**src/rtl/instr_fetch_stage.sv**
```systemverilog
// Instruction fetch stage: owns the PC, issues in-order
// fetches, buffers words in a small FIFO toward decode.
module instr_fetch_stage #(
  parameter logic [31:0] RESET_PC  = 32'h0000_0000,
  parameter int unsigned BUF_DEPTH = 2
) (
  input  logic        clk,
  input  logic        reset,
  input  logic        redirect_valid,
  input  logic [31:0] redirect_pc,
  output logic        mem_req,
  output logic [31:0] mem_addr,
  input  logic        mem_gnt,
  input  logic        mem_rvalid,
  input  logic [31:0] mem_rdata,
  output logic        out_valid,
  input  logic        out_ready,
  output logic [31:0] out_instr,
  output logic [31:0] out_pc,
  output logic [31:0] out_pc_plus_4
);

  localparam int unsigned AW = $clog2(BUF_DEPTH);
  localparam int unsigned CW = AW + 1;

  typedef enum logic [1:0] {
    BOOT  = 2'd0,
    RUN   = 2'd1,
    DRAIN = 2'd2
  } state_e;

  state_e state_q, state_d;

  logic [31:0]   pc_q, pc_d;
  logic [CW-1:0] outst_q, outst_d;
  logic [CW-1:0] drop_q, drop_d;
  logic [CW-1:0] cnt_q, cnt_d;
  logic [AW-1:0] tag_wr_q, tag_wr_d;
  logic [AW-1:0] tag_rd_q, tag_rd_d;
  logic [AW-1:0] wr_q, wr_d;
  logic [AW-1:0] rd_q, rd_d;

  logic [31:0] tag_q   [BUF_DEPTH];
  logic [31:0] tag_d   [BUF_DEPTH];
  logic [31:0] instr_q [BUF_DEPTH];
  logic [31:0] instr_d [BUF_DEPTH];
  logic [31:0] ipc_q   [BUF_DEPTH];
  logic [31:0] ipc_d   [BUF_DEPTH];

  logic        pop;
  logic        rv;
  logic        gnt_ok;
  logic        push;
  logic [CW:0] credit;

  logic unused_pc_bits;
  assign unused_pc_bits = ^redirect_pc[1:0];

  // FSM output side: request credit and FIFO head view
  always_comb begin
    out_valid = (cnt_q != '0);
    pop       = out_valid && out_ready;
    credit    = {1'b0, outst_q} + {1'b0, cnt_q}
              - (CW+1)'(pop);
    mem_req   = (state_q != BOOT) && !redirect_valid
              && (credit < (CW+1)'(BUF_DEPTH));
    mem_addr  = pc_q;
    out_instr     = out_valid ? instr_q[rd_q] : '0;
    out_pc        = out_valid ? ipc_q[rd_q] : '0;
    out_pc_plus_4 = out_valid ? ipc_q[rd_q] + 32'd4 : '0;
  end

  // memory handshake qualifiers; a stray rvalid is ignored
  always_comb begin
    rv     = mem_rvalid && (outst_q != '0);
    gnt_ok = mem_req && mem_gnt;
    push   = rv && (drop_q == '0) && !redirect_valid;
  end

  // PC, outstanding/drop counters and tag queue
  always_comb begin
    pc_d     = pc_q;
    outst_d  = outst_q + CW'(gnt_ok) - CW'(rv);
    drop_d   = drop_q;
    tag_wr_d = tag_wr_q + AW'(gnt_ok);
    tag_rd_d = tag_rd_q + AW'(rv);
    tag_d    = tag_q;
    if (gnt_ok) begin
      tag_d[tag_wr_q] = pc_q;
    end
    if (redirect_valid) begin
      pc_d   = {redirect_pc[31:2], 2'b00};
      drop_d = outst_d;
    end else begin
      if (gnt_ok) begin
        pc_d = pc_q + 32'd4;
      end
      if (rv && (drop_q != '0)) begin
        drop_d = drop_q - CW'(1);
      end
    end
  end

  // instruction FIFO; a redirect empties it outright
  always_comb begin
    wr_d    = wr_q;
    rd_d    = rd_q;
    cnt_d   = cnt_q;
    instr_d = instr_q;
    ipc_d   = ipc_q;
    if (redirect_valid) begin
      wr_d  = '0;
      rd_d  = '0;
      cnt_d = '0;
    end else begin
      if (push) begin
        instr_d[wr_q] = mem_rdata;
        ipc_d[wr_q]   = tag_q[tag_rd_q];
        wr_d          = wr_q + AW'(1);
      end
      if (pop) begin
        rd_d = rd_q + AW'(1);
      end
      cnt_d = cnt_q + CW'(push) - CW'(pop);
    end
  end

  // next state: DRAIN while dropped responses remain
  always_comb begin
    state_d = state_q;
    unique case (state_q)
      BOOT:    state_d = RUN;
      RUN:     if (drop_d != '0) state_d = DRAIN;
      DRAIN:   if (drop_d == '0) state_d = RUN;
      default: state_d = BOOT;
    endcase
  end

  // state register
  always_ff @(posedge clk) begin
    if (reset) begin
      state_q <= BOOT;
    end else begin
      state_q <= state_d;
    end
  end

  // control registers
  always_ff @(posedge clk) begin
    if (reset) begin
      pc_q     <= RESET_PC;
      outst_q  <= '0;
      drop_q   <= '0;
      cnt_q    <= '0;
      tag_wr_q <= '0;
      tag_rd_q <= '0;
      wr_q     <= '0;
      rd_q     <= '0;
    end else begin
      pc_q     <= pc_d;
      outst_q  <= outst_d;
      drop_q   <= drop_d;
      cnt_q    <= cnt_d;
      tag_wr_q <= tag_wr_d;
      tag_rd_q <= tag_rd_d;
      wr_q     <= wr_d;
      rd_q     <= rd_d;
    end
  end

  // storage arrays, qualified by the counters above
  always_ff @(posedge clk) begin
    tag_q   <= tag_d;
    instr_q <= instr_d;
    ipc_q   <= ipc_d;
  end

  a_no_stray_rvalid: assert property (
    @(posedge clk) disable iff (reset)
    mem_rvalid |-> (outst_q != '0)
  );

endmodule

```
**config.mk**
```make
export PLATFORM = sky130hd
export DESIGN_NAME = instr_fetch_stage
export DESIGN_NICKNAME = d
export VERILOG_FILES = /design/src/rtl/instr_fetch_stage.sv
export SDC_FILE = /design/constraint.sdc
export NUM_CORES = 1
export LEC_CHECK = 0
export ABC_AREA = 1
export CAP_MARGIN = 20
export CORE_MARGIN = 2
export CORE_UTILIZATION = 45
export CTS_BUF_LIST = sky130_fd_sc_hd__clkbuf_4 sky130_fd_sc_hd__clkbuf_8
export CTS_CLUSTER_DIAMETER = 50
export DETAILED_ROUTE_END_ITERATION = 8
export PLACE_DENSITY = 0.73
export SLEW_MARGIN = 25
export SYNTH_ARGS = -nofsm -noshare
export SYNTH_HDL_FRONTEND = slang
export SYNTH_SLANG_ARGS = --single-unit
export TNS_END_PERCENT = 1
```
**constraint.sdc**
```tcl
create_clock -name clk -period 9.8 [get_ports clk]
set_input_delay 1.47 -clock clk [delete_from_list [all_inputs] [get_ports clk]]
set_output_delay 1.47 -clock clk [all_outputs]
set_load 0.02 [all_outputs]
```
==> results_dict.tcl <==
set metrics [dict create \
    status "finished, final reports clean" \
    fin_setup_tns_ns 0 \
    grt_use_total_pct 21.01 \
    wl_um 26700 \
    fp.coreArea_um2 23610 \
    die_w_um 159.4 \
    ys_ff_latch 226 \
    cts_buffers 39 \
    ys.warnings.count 0 \
    postSynthCellCount 1228 \
    portBuffers 191 \
    remaining_drc_errors 0 \
    final_util_pct 58.34 \
    ctsHoldBuffers 0 \
    row_count 56 \
    drtIter0Drc 622 \
    mappedNetlistArea_um2 10870 \
    cts_tree "done" \
    fillers 2071 \
    rsz0062_at_grt "no" \
    drive_gt1_share_pct 8.104 \
    clk_pin_slew_ns 0.06 \
    cts_max_level 2 \
    fin_crit_sh_pct 61.05 \
    grt.overflow.total 0 \
    ys_seq_area_share_pct 58.58 \
    async_flop_share_pct 0 \
    required_ns 8.33 \
    antenna-diode-count 0 \
    synth_xor_area_share_pct 1.612 \
    register_area_um2 6367 \
    grt_pass1_vias 8444 \
    finalNonFillerCells 1775 \
    avgRoutedWirePerCell_um 15.04 \
    placed_cells 1704 \
    clock.fmax_mhz 167.1 \
    post_cts_resized 0 \
    period_needed_ns 5.983 \
    grt_pass1_wl_um 43070 \
    fin_skew_ns 0.02657 \
    synth-adder-area-share_pct 1.451 \
    slew_headroom_pct 35.21 \
    worst_slew_pin_slew_ns 0.9688 \
    synth_edf_count 184 \
    boundaryPins 200 \
    synth_compound_area_share_pct 5.630 \
    vdd_drop_max_mv 0.1486 \
    clock_sinks 226 \
    slew_violations 0 \
    cp_max_fo 83 \
    dieArea_um2 25410 \
    crit_type "flop to output port" \
    cp.arrival_ns 4.51 \
    grt_max_degree 84 \
    die_h_um 159.4 \
    hold_path.class "flop to flop" \
    p_leak_nw 5.340 \
    dr.pass1.iters 6 \
    cts_setup_buffers 0 \
    via_per_inst 4.885 \
    grt_antenna_before_repair 1 \
    hold_viol 0 \
    start_util_pct 46.02 \
    synth_cell_types 40 \
    vias 8670 \
    gp_congestion 0.9052 \
    cts-root-buf "clkbuf_8" \
    syn_avg_cell_area_um2 8.849 \
    muxShareOfSynthArea_pct 0.09211 \
    cts_max_path_buffers 3 \
    multi_input_area_um2 3869 \
    ant_nets 0 \
    layout.nets 1508 \
    place_hpwl_um 18590 \
    setup_viol 0 \
    synth_top_family_by_area "simple AND/OR/NAND/NOR gates" \
    cap_violations 0 \
    clock_latency_ns 0.53 \
    synthToLayoutAreaGrowth_pct 26.77 \
    ys.flop_type "edfxtp_1" \
    start_kind "flop" \
    crit_path_end_kind "output port" \
    synth-simple-area-share_pct 26.40 \
    cellPowerDensity_nw_per_um2 177.1 \
]
layer usage:
metal	vias to the layer above	share of wire [%]	GRT usage, %
li1	4362	-	-
met3	41	6.8	4.506
met2	301	46	33.89
met4	2	1.9	6.694
met5	-	0.049	0
met1	3964	45	28.46
final timing paths:
| kind | cells past startpoint | start | to | slack (ns) |
|---|---|---|---|---|
| setup / recovery | 14 | cnt_q[1]$_SDFF_PP0_ | mem_req | 3.82 |
| hold reg to reg | 2 | tag_q[48]$_DFFE_PP_ | ipc_q[16]$_DFFE_PP_ | 0.52 |
| hold / removal | 2 | tag_q[48]$_DFFE_PP_ | ipc_q[16]$_DFFE_PP_ | 0.52 |
| setup reg to reg | 18 | cnt_q[1]$_SDFF_PP0_ | mem_addr[8]$_SDFFE_PP0P_ | 4.31 |
worst max-delay path, stage by stage, from the launching register on:
cell and delay, ns:
dfxtp_1 0.35, nor2_4 0.10, buf_4 0.66, clkinv_1 0.61
nand2_1 0.29, inv_1 0.10, ha_1 0.27, inv_1 0.05
nand2_1 0.05, fa_1 0.49, nand2_1 0.05, nor2_1 0.20
inv_1 0.06, nor2_1 0.08, clkdlybuf4s50_1 0.60
where the power goes:
part	switching, mW	internal, mW
clock network	0.379	0.435
registers	0.0382	1.14
logic	0.292	0.158
synthesized netlist by cell type (3+ instances only):
cell type | number | area (µm²)
buf_1 | 9 | 33.78
buf_6 | 5 | 56.30
nand2_1 | 455 | 1708
edfxtp_1 | 184 | 5525
buf_2 | 6 | 30.03
clkbuf_1 | 18 | 67.56
xor2_1 | 15 | 131.4
nor2_2 | 11 | 68.82
nor2_4 | 7 | 78.83
o21ai_0 | 32 | 160.2
ha_1 | 11 | 137.6
dfxtp_1 | 42 | 840.8
a21oi_1 | 74 | 370.4
nand2_2 | 13 | 81.33
and2_1 | 3 | 18.77
inv_1 | 100 | 375.4
a31oi_1 | 3 | 18.77
nand3_1 | 45 | 225.2
buf_4 | 7 | 52.55
nand4_1 | 9 | 56.30
nor3_1 | 4 | 20.02
xnor2_1 | 5 | 43.79
nor2_1 | 149 | 559.3
kinds of logic (layout without fill, tap and decap cells):
family / Yosys count / in the layout
compound gates: 115 / 115
xor+xnor: 20 / 20
fa+ha+maj: 12 / 12
buf+inv: 152 / 375
flops: 226 / 226
mux: 1 / 1
other cells: 1 / 6
simple gates: 701 / 701
registers in the layout, indices dropped and copies added, names as in the netlist, 2 cells and up:
| register | flops |
|---|---|
| state_q | 2 |
| outst_q | 2 |
| ipc_q | 60 |
| mem_addr | 30 |
| instr_q | 64 |
| drop_q | 2 |
| cnt_q | 2 |
| tag_q | 60 |
cells in the final DEF, fill, tap and decap left out, types with 3 or more instances in the layout:
cell,Yosys,layout
nand2_1,455,455
clkdlybuf4s50_1,0,191
edfxtp_1,184,184
nor2_1,149,146
inv_1,100,100
a21oi_1,74,74
nand3_1,45,45
clkbuf_8,0,43
dfxtp_1,42,41
o21ai_0,32,32
xor2_1,15,15
nand2_2,13,13
nor2_2,11,11
ha_1,11,11
nor2_4,7,10
clkinv_1,1,9
nand4_1,9,9
buf_4,7,9
clkinv_2,0,8
conb_1,1,6
clkbuf_4,0,6
xnor2_1,5,5
nor3_1,4,4
and2_1,3,3
a31oi_1,3,3
clkinvlp_4,0,3
area by class of cell:
type	instances	share of cell area, %
Sequential cell	226	46.22
Multi-Input combinational cell	855	28.08
Timing Repair Buffer	200	14.37
Clock buffer	49	4.623
Tap cell	319	2.897
Inverter	104	2.888
Clock inverter	22	0.9173
metrics by stage:
step	setup WS, ns	hold WS [ns]	power (mW)	instance area [µm²]
5_1_grt	3.492	0.5474	2.566	13780
6_report	3.817	0.5213	2.440	13780
4_1_cts	3.753	0.5279	2.465	13780
2_1_floorplan	4.854	0.4590	1.470	10890
3_5_place_dp	4.271	0.5301	1.646	13010
3_3_place_gp	4.331	0.5144	1.628	13010
(Power assumes the default switching activity.)
